===== src/rtl/spatz_issue_if.sv =====
// spatz_issue_if: decoded-request, dispatch and completion signals between decoder/units and the issue scheduler
interface spatz_issue_if;
    logic        req_valid;
    logic        req_ready;
    logic        req_illegal;
    logic [1:0]  req_ex_unit;
    logic [4:0]  req_vd;
    logic        req_use_vd;
    logic        req_vd_is_src;
    logic [4:0]  req_vs1;
    logic        req_use_vs1;
    logic [4:0]  req_vs2;
    logic        req_use_vs2;
    logic [2:0]  unit_valid;
    logic [2:0]  unit_ready;
    logic [4:0]  unit_vd;
    logic [2:0]  unit_done;
    logic [14:0] unit_done_vd;
    logic        illegal;
    logic        busy;
    modport master (
        output req_valid, req_illegal, req_ex_unit, req_vd, req_use_vd, req_vd_is_src,
               req_vs1, req_use_vs1, req_vs2, req_use_vs2, unit_ready, unit_done, unit_done_vd,
        input  req_ready, unit_valid, unit_vd, illegal, busy
    );
    modport slave (
        input  req_valid, req_illegal, req_ex_unit, req_vd, req_use_vd, req_vd_is_src,
               req_vs1, req_use_vs1, req_vs2, req_use_vs2, unit_ready, unit_done, unit_done_vd,
        output req_ready, unit_valid, unit_vd, illegal, busy
    );
endinterface


===== src/rtl/spatz_issue_scheduler.sv =====
// spatz_issue_scheduler: holds one decoded request, checks it against a per-vreg busy scoreboard and
// per-unit outstanding counters, and dispatches in order to CON/VFU/LSU
module spatz_issue_scheduler #(
    parameter int NrVRegs        = 32,
    parameter int MaxOutstanding = 4
) (
    input logic        clk_i,
    input logic        rst_i,
    spatz_issue_if.slave p
);
    localparam logic [1:0] IDLE  = 2'd0;
    localparam logic [1:0] WAIT  = 2'd1;
    localparam logic [1:0] ISSUE = 2'd2;
    logic [1:0]         state;
    logic [1:0]         unit;
    logic [4:0]         vd, vs1, vs2;
    logic               use_vd, vd_src, use_vs1, use_vs2;
    logic [NrVRegs-1:0] sb, sb_n;
    logic [3:0]         cnt [3];
    logic [3:0]         cnt_n [3];
    logic [2:0]         done_ok;
    logic               illegal_q, hazard, issue, fire, accept, drop;
    // Hazards only ever clear while a request is held, so a raised valid never has to drop.
    assign hazard = (use_vs1 & sb[vs1]) | (use_vs2 & sb[vs2]) | ((vd_src | use_vd) & sb[vd])
                  | (cnt[unit] == 4'(MaxOutstanding));
    assign issue        = (state == ISSUE) | ((state == WAIT) & ~hazard);
    assign p.unit_valid = issue ? (3'b001 << unit) : 3'b000;
    assign p.unit_vd    = vd;
    assign fire         = |(p.unit_valid & p.unit_ready);
    assign p.req_ready  = (state == IDLE) | fire;
    assign accept       = p.req_valid & p.req_ready;
    assign drop         = p.req_illegal | (&p.req_ex_unit);
    assign p.illegal    = illegal_q;
    assign p.busy       = (state != IDLE) | (|sb) | (cnt[0] != '0) | (cnt[1] != '0) | (cnt[2] != '0);
    always_comb begin
        sb_n = sb;
        for (int u = 0; u < 3; u++) begin
            done_ok[u] = p.unit_done[u] && cnt[u] != '0;
            if (done_ok[u]) sb_n[p.unit_done_vd[u*5 +: 5]] = 1'b0;
            cnt_n[u] = cnt[u] + 4'(fire && unit == 2'(u)) - 4'(done_ok[u]);
        end
        if (fire && use_vd) sb_n[vd] = 1'b1;
    end
    always_ff @(posedge clk_i) begin
        if (rst_i) begin
            state     <= IDLE;
            sb        <= '0;
            illegal_q <= 1'b0;
            for (int u = 0; u < 3; u++) cnt[u] <= '0;
        end else begin
            state     <= (accept & ~drop) ? WAIT : fire ? IDLE : issue ? ISSUE : state;
            sb        <= sb_n;
            illegal_q <= accept & drop;
            for (int u = 0; u < 3; u++) cnt[u] <= cnt_n[u];
        end
    end
    always_ff @(posedge clk_i) begin
        if (accept & ~drop) begin
            unit    <= p.req_ex_unit;
            vd      <= p.req_vd;
            use_vd  <= p.req_use_vd;
            vd_src  <= p.req_vd_is_src;
            vs1     <= p.req_vs1;
            use_vs1 <= p.req_use_vs1;
            vs2     <= p.req_vs2;
            use_vs2 <= p.req_use_vs2;
        end
    end
    for (genvar g = 0; g < 3; g++) begin : g_chk
        assert property (@(posedge clk_i) disable iff (rst_i) !(p.unit_done[g] && cnt[g] == '0));
        assert property (@(posedge clk_i) disable iff (rst_i)
            !(fire && use_vd && done_ok[g] && p.unit_done_vd[g*5 +: 5] == vd));
    end
endmodule


===== src/flat_wrapper.sv =====
// flat-port wrapper written by rule: the top's interface ports become plain ports
module spatz_issue_scheduler_flat 
#(
    parameter int NrVRegs        = 32,
    parameter int MaxOutstanding = 4
)
  (clk_i, rst_i, p_req_valid, p_req_illegal, p_req_ex_unit, p_req_vd, p_req_use_vd, p_req_vd_is_src, p_req_vs1, p_req_use_vs1, p_req_vs2, p_req_use_vs2, p_unit_ready, p_unit_done, p_unit_done_vd, p_req_ready, p_unit_valid, p_unit_vd, p_illegal, p_busy);
  spatz_issue_if p_i ();
  input logic clk_i;
  input logic rst_i;
  input wire logic [$bits(p_i.req_valid)-1:0] p_req_valid;
  input wire logic [$bits(p_i.req_illegal)-1:0] p_req_illegal;
  input wire logic [$bits(p_i.req_ex_unit)-1:0] p_req_ex_unit;
  input wire logic [$bits(p_i.req_vd)-1:0] p_req_vd;
  input wire logic [$bits(p_i.req_use_vd)-1:0] p_req_use_vd;
  input wire logic [$bits(p_i.req_vd_is_src)-1:0] p_req_vd_is_src;
  input wire logic [$bits(p_i.req_vs1)-1:0] p_req_vs1;
  input wire logic [$bits(p_i.req_use_vs1)-1:0] p_req_use_vs1;
  input wire logic [$bits(p_i.req_vs2)-1:0] p_req_vs2;
  input wire logic [$bits(p_i.req_use_vs2)-1:0] p_req_use_vs2;
  input wire logic [$bits(p_i.unit_ready)-1:0] p_unit_ready;
  input wire logic [$bits(p_i.unit_done)-1:0] p_unit_done;
  input wire logic [$bits(p_i.unit_done_vd)-1:0] p_unit_done_vd;
  output wire logic [$bits(p_i.req_ready)-1:0] p_req_ready;
  output wire logic [$bits(p_i.unit_valid)-1:0] p_unit_valid;
  output wire logic [$bits(p_i.unit_vd)-1:0] p_unit_vd;
  output wire logic [$bits(p_i.illegal)-1:0] p_illegal;
  output wire logic [$bits(p_i.busy)-1:0] p_busy;
  assign p_i.req_valid = p_req_valid;
  assign p_i.req_illegal = p_req_illegal;
  assign p_i.req_ex_unit = p_req_ex_unit;
  assign p_i.req_vd = p_req_vd;
  assign p_i.req_use_vd = p_req_use_vd;
  assign p_i.req_vd_is_src = p_req_vd_is_src;
  assign p_i.req_vs1 = p_req_vs1;
  assign p_i.req_use_vs1 = p_req_use_vs1;
  assign p_i.req_vs2 = p_req_vs2;
  assign p_i.req_use_vs2 = p_req_use_vs2;
  assign p_i.unit_ready = p_unit_ready;
  assign p_i.unit_done = p_unit_done;
  assign p_i.unit_done_vd = p_unit_done_vd;
  assign p_req_ready = p_i.req_ready;
  assign p_unit_valid = p_i.unit_valid;
  assign p_unit_vd = p_i.unit_vd;
  assign p_illegal = p_i.illegal;
  assign p_busy = p_i.busy;
  spatz_issue_scheduler #(.NrVRegs(NrVRegs), .MaxOutstanding(MaxOutstanding)) u_core (.clk_i(clk_i), .rst_i(rst_i), .p(p_i));
endmodule

===== config.mk =====
export PLATFORM = sky130hd
export DESIGN_NAME = spatz_issue_scheduler_flat
export DESIGN_NICKNAME = d
export VERILOG_FILES = /design/src/rtl/spatz_issue_if.sv /design/src/rtl/spatz_issue_scheduler.sv /design/src/flat_wrapper.sv
export SDC_FILE = /design/constraint.sdc
export NUM_CORES = 1
export LEC_CHECK = 0
export BUFFER_PORTS_ARGS = -buffer_cell sky130_fd_sc_hd__buf_2
export CAP_MARGIN = 10
export CORE_MARGIN = 2
export CORE_UTILIZATION = 50
export DETAILED_ROUTE_END_ITERATION = 6
export HOLD_SLACK_MARGIN = 0.03
export PLACE_DENSITY_LB_ADDON = 0.2
export SYNTH_ARGS = -nofsm -noshare
export SYNTH_HDL_FRONTEND = slang
export SYNTH_SLANG_ARGS = --single-unit
export TNS_END_PERCENT = 20

===== constraint.sdc =====
create_clock -name clk_i -period 7.4 [get_ports clk_i]
set_input_delay 0.37 -clock clk_i [delete_from_list [all_inputs] [get_ports clk_i]]
set_output_delay 0.37 -clock clk_i [all_outputs]
set_load 0.005 [all_outputs]

==> impl_metrics.toml, run 1 <==
[run_status]
status = "finished, final reports clean"

[synthesis]
synth_area_per_cell_um2 = 9.36
synthFlopType = "dfxtp_1"
syn_nets = 577
synth_top_family_by_area = "simple AND/OR/NAND/NOR gates"
yosys.area_share.xor_xnor = 0.0109
yosysTopAreaCell = "dfxtp_1"
synth_area_leaders = "dfxtp_1, edfxtp_1, o221ai_1, mux2i_1, mux4_2"
synth-adder-area-share = 0.0516
syn_area_mm2 = 0.00480
synth_compound_area_frac = 0.216
async_flop_share = 0
ys_seq_elements = 70
yosys.area.top_type_share = 0.204
synth_enable_flop_cells = 21
ys_warn_count = 0
syn_inst = 513
yosysSeqAreaShare = 0.336
synth_cell_type_count = 57
synthMuxAreaShare = 0.120
synthSimpleGateAreaFrac = 0.216

[clocking]
cts_root_buf = "clkbuf_8"
clkSinkCount = 70
clk_latency_ps = 350
htreeDepth = 3
postCtsSetupBuffers = 0
clk_pin_slew_ps = 80
cts_tree = "yes"
cts_buffers = 9
ctsResizeCount = 0
cts_buffer_depth = 2
hold_buffers = 0

[layout]
layout.nets = 615
drive_above_1_share = 0.176
area_growth_pct = 10.2
fill_cells = 835
diodes = 0

[placement]
hpwlAfterDp_um = 10600
port_buffers = 56
gp_congestion = 0.917

[critical_path]
crit_arrival_ps = 4640
cpPeakStageDelay_ps = 1030
r2r_start = "u_core.p.unit_vd[1]"
path_cells = "mux4_2, and3_1, o41ai_1, o211ai_1, o32a_1, buf_4, nor4b_1, ha_1, inv_1, fa_1, xor2_1, nor2_1"
cp_slowest_cell = "edfxtp_1"
worst_setup_path_start_kind = "register"
reg2reg_setup_slack_ps = 2970
reg2reg_to = "u_core.cnt[0][2]"
critPathRequiredTime_ps = 7610
cp-end-kind = "register"
worstPathMaxFanout = 38
r2r_cells = 12
critPathKind = "reg2reg"

[timing]
fin_crit_sh = 0.598
rsz0062_at_grt = "false"
slew_headroom = 0.314
maxSlewViolCount = 0
finalSetupViolCount = 0
max_freq_mhz = 226
hold_violations = 0
worst_hold_slack_ps = 191
fin_crit_ps = 4430
timing.setup.tns_ps = 0
tightestPinTransition_ps = 1030
finClkSkew_ps = 9.61

[routing]
drc = 0
detail_route.first_pass.iterations = 6
drt_iter0_drc = 513
avgViaCountPerCell = 6.71
wl_um = 14400
met2_length_um = 6920
dr_total_vias = 4598
wl_per_cell_um = 21.0
drt-met1-wl_um = 6010
ant_nets = 0
top_layer_used = "met4"
met3_length_um = 1080

[floorplan]
die_w_um = 102
start_util = 0.517
boundaryPins = 57
num_rows = 35
design.die.area_mm2 = 0.0104
design.core.area_mm2 = 0.00928
die_height_um = 102

[power_and_ir_drop]
seqPwrFrac = 0.432
comb_power_share = 0.327
power_frac_clock = 0.241
total_power_mw = 1.09
swShare = 0.347
power.density_mw_per_mm2 = 206
p_switching_uw = 377
power.leakage_nw = 1.92
ir_drop_uv = 87.5
internal-power_uw = 711

[hold_path]
holdPathStages = 1
min_path_type = "in2reg"
worstHoldStart = "p_req_vd[1]"
min_to = "u_core.p.unit_vd[1]"

[global_route]
grt_pass1_vias = 4327
grt_overflow = 0
grt_max_degree = 49
grtUsageTotal = 0.282
antenna_found_initial = 0
grt_pass1_wl_um = 22500

[run]
cap_viol_max_count = 0
==> synthesized netlist by cell type (4+ instances only) <==
| library cell | number |
|---|---|
| nor4_1 | 10 |
| nor2_1 | 26 |
| nand4_1 | 8 |
| o211ai_1 | 5 |
| nor4b_1 | 5 |
| edfxtp_1 | 21 |
| clkbuf_1 | 20 |
| dfxtp_1 | 49 |
| o31ai_1 | 33 |
| nand2_1 | 20 |
| inv_1 | 28 |
| mux4_2 | 12 |
| a21oi_1 | 36 |
| nand3b_1 | 15 |
| nor3_1 | 5 |
| ha_1 | 15 |
| mux2i_1 | 27 |
| a21o_1 | 4 |
| xnor2_1 | 4 |
| or3b_2 | 7 |
| nor3b_1 | 7 |
| nand3_1 | 12 |
| nor2b_1 | 16 |
| buf_2 | 4 |
| o21ai_0 | 4 |
| buf_1 | 5 |
| o221ai_1 | 33 |
| nand2b_1 | 34 |
==> sequential cells by signal (all words and copies together), names as in the netlist, named ones only <==
signal and count:
u_core.use_vs2 1, u_core.vs1 5, u_core.vs2 5, u_core.sb 32, u_core.unit 2, u_core.p.unit_vd 5
u_core.cnt 12, u_core.use_vs1 1, u_core.state 2, u_core.p.illegal 1, u_core.use_vd 1, u_core.vd_src 1
==> worst max-delay path, delay by kind of cell (launching register included) <==
family | cells | cell delay (ps)
mux | 1 | 600
fa+ha+maj | 2 | 590
compound gates | 3 | 1070
simple gates | 3 | 540
flops | 1 | 1030
buf+inv | 2 | 310
xor+xnor | 1 | 140
==> layout make-up <==
type | instances | area, µm² | area share
multi-input combinational | 384 | 2950 | 0.558
sequential | 70 | 1610 | 0.305
timing repair buffer | 58 | 303 | 0.0573
tap | 129 | 161 | 0.0305
clock buffer | 10 | 128 | 0.0241
inverter | 28 | 105 | 0.0199
clock inverter | 6 | 28.8 | 0.00544
==> power by group through the flow <==
| stage | logic, mW | clock network [mW] | registers (mW) |
|---|---|---|---|
| floorplan | 0.281 | 0 | 0.461 |
| global placement | 0.342 | 0 | 0.478 |
| detailed placement | 0.354 | 0 | 0.479 |
| CTS | 0.357 | 0.265 | 0.471 |
| global route | 0.406 | 0.276 | 0.475 |
| finish | 0.356 | 0.262 | 0.470 |
==> per-stage QoR <==
step | utilization | area (µm²) | setup WS, ps | cells
2_1_floorplan | - | 4800 | 3900 | 513
3_3_place_gp | 0.551 | 5120 | 3230 | 668
3_5_place_dp | 0.551 | 5120 | 3060 | 668
4_1_cts | 0.568 | 5270 | 3030 | 684
5_1_grt | 0.570 | 5290 | 2680 | 685
6_report | 0.570 | 5290 | 2970 | 685
==> cells by family after synthesis <==
logic type	count (synthesis)
flip-flops	70
buffers and inverters	59
AO/OA/AOI/OAI	141
multiplexers	42
XOR/XNOR	6
AND/OR/NAND/NOR	177
adder cells (fa/ha/maj)	18
==> placed cells by master (no fill, tap or decap), types with 7 or more instances in the layout <==
master | netlist | layout
clkbuf_8 | 0 | 9
o221ai_1 | 33 | 33
dfxtp_1 | 49 | 49
nand3_1 | 12 | 12
nor2b_1 | 16 | 16
nand3b_1 | 15 | 15
o31ai_1 | 33 | 33
inv_1 | 28 | 28
a21oi_1 | 36 | 35
edfxtp_1 | 21 | 21
nand2b_1 | 34 | 34
mux2i_1 | 27 | 27
nor4_1 | 10 | 10
nor2_1 | 26 | 26
nand2_1 | 20 | 20
buf_2 | 4 | 56
ha_1 | 15 | 15
nor3b_1 | 7 | 7
mux4_2 | 12 | 12
nand4_1 | 8 | 8
or3b_2 | 7 | 7
==> per-layer routing <==
metal / up-vias / global-route usage
met5: - / 0
met4: 0 / 0.0985
met3: 48 / 0.0438
met2: 261 / 0.471
met1: 2219 / 0.375
li1: 2070 / -
==> how the worst max path moves through the flow <==
stage	startpoint	endpoint	slack, ps	cells after the start
after floorplan	u_core.p.unit_vd[1]	u_core.p.unit_vd[0]	3900	7
after global routing	u_core.p.unit_vd[1]	u_core.cnt[2][1]	2680	10
final	u_core.p.unit_vd[1]	u_core.cnt[0][2]	2970	12
after detailed placement	u_core.p.unit_vd[1]	u_core.cnt[0][2]	3060	12
after CTS	u_core.p.unit_vd[1]	u_core.cnt[0][2]	3030	12
after global placement	u_core.p.unit_vd[1]	u_core.cnt[0][2]	3230	12
Note: power is estimated with default switching activity, not from simulation.
==> inputs of run 2 (changes only) <==
clock period = 3.6 ns   (was 7.4 ns; I/O delays follow)
==> run 2 against run 1 <==
Compared with the run above: critical path type unchanged; setup slack got worse by 2800 ps; register-to-register slack lost 2800 ps; global-route usage is 1.9 points higher; sequential share of layout area is 2.6 points lower.
==> impl_metrics.toml, run 2 (synthesis gave the netlist of run 1 again) <==
[run_status]
status = "finished, final reports clean"

[layout]
final_cell_area_mm2 = 0.00579
most-common-layout-cells = "buf_2, dfxtp_1, a21oi_1, nand2b_1"
layout.nets = 663
diodes = 0
regArea_mm2 = 0.00161
fill_cells = 808
top_regs = "u_core.sb (32), u_core.cnt (12)"
multi_input_area_mm2 = 0.00298
final_cells = 733
area_growth_pct = 20.6
regMostFlops = "u_core.sb"
layout_commonest_cell = "buf_2"
drive_above_1_share = 0.220
largest_reg_flops = 32

[global_route]
grt_pass1_wl_um = 23800
grt_pass1_vias = 4531
grt_overflow = 0
antenna_found_initial = 0
grt_max_degree = 49
grtUsageTotal = 0.301

[hold_path]
min_path_type = "in2reg"

[clocking]
clk_latency_ps = 360
clkSinkCount = 70
clk_pin_slew_ps = 90
cts_buffers = 9
htreeDepth = 3
cts_buffer_depth = 2
cts_tree = "yes"
cts_root_buf = "clkbuf_8"

[power_and_ir_drop]
power.density_mw_per_mm2 = 429
power.leakage_nw = 2.18
ir_drop_uv = 264

[timing]
hold_violations = 0
fin_crit_ps = 3450
maxSlewViolCount = 0
fin_crit_sh = 0.959
slew_headroom = 0.295
timing.setup.tns_ps = 0
finalSetupViolCount = 0
max_freq_mhz = 290
finClkSkew_ps = 9.37
tightestPinTransition_ps = 1050

[floorplan]
num_rows = 35
boundaryPins = 57
start_util = 0.517
design.die.area_mm2 = 0.0104
die_height_um = 102
die_w_um = 102
design.core.area_mm2 = 0.00928

[routing]
dr_total_vias = 4725
drc = 0
detail_route.first_pass.iterations = 6
ant_nets = 0
wl_um = 15200
avgViaCountPerCell = 6.45
drt_iter0_drc = 553
wl_per_cell_um = 20.7

[placement]
gp_congestion = 0.938
port_buffers = 56
placed_cell_area_mm2 = 0.00529
dp_cells = 690
hpwlAfterDp_um = 11000

[critical_path]
cp-end-kind = "register"
critPathKind = "reg2reg"
worst_setup_path_start_kind = "register"
crit_arrival_ps = 3660
worstPathMaxFanout = 9
reg2reg_setup_slack_ps = 150
critPathRequiredTime_ps = 3810

[run]
cap_viol_max_count = 0
## run 2: area by class of cell
cell class / instances / share of cell area
multi-input combinational: 384 / 0.514
sequential: 70 / 0.278
timing repair buffer: 106 / 0.124
tap: 129 / 0.0279
clock buffer: 9 / 0.0214
inverter: 28 / 0.0182
clock inverter: 7 / 0.0164
## run 2: critical path, cell delays in order (launching register included)
cell      delay (ps)
edfxtp_1         560
mux2_2           390
nor3b_1          220
nor4_1           100
o41a_1           490
o32a_1           450
nor4b_2          250
ha_1             200
inv_1             60
fa_1             370
xor2_1           150
nor2_1            60
## run 2: what timing repair did
action,4_1_cts,5_1_grt
hold endpoints to repair,20,0
hold buffers,20,0
resized for setup,0,4
pin swaps,0,1
setup endpoints to repair,1,5
buffers inserted,3,4
cloned,0,0
## run 2: metrics by stage
step / util / power [mW] / hold slack [ps] / worst slack [ps]
global placement: 0.570 / 1.70 / 356 / 125
CTS: 0.618 / 2.48 / 31.5 / 42.6
floorplan: - / 1.53 / 279 / 100
finish: 0.624 / 2.48 / 40.6 / 149
detailed placement: 0.570 / 1.74 / 358 / -10.8
global route: 0.624 / 2.64 / 41.9 / -4.82
## run 2: final timing paths
| check | start | endpoint | cells past startpoint |
|---|---|---|---|
| setup / recovery | u_core.vs1[2] | u_core.cnt[0][2] | 11 |
| hold / removal | p_req_ex_unit[1] | u_core.unit[1] | 1 |
| setup reg to reg | u_core.vs1[2] | u_core.cnt[0][2] | 11 |
| hold reg to reg | u_core.state[1] | u_core.state[1] | 2 |
## run 2: report_power, final
part           internal [mW]  leakage, nW  switching, mW  total (mW)
Sequential             0.892        0.592         0.0678       0.959
Clock                  0.393        0.108          0.348       0.741
Combinational          0.356         1.48          0.428       0.784
Total                   1.64         2.18          0.843        2.48
## run 2: per-layer routing
metal,GRT usage,share of wire
met1,0.401,0.40
met2,0.475,0.45
met3,0.0561,0.095
met4,0.139,0.050
met5,0,0
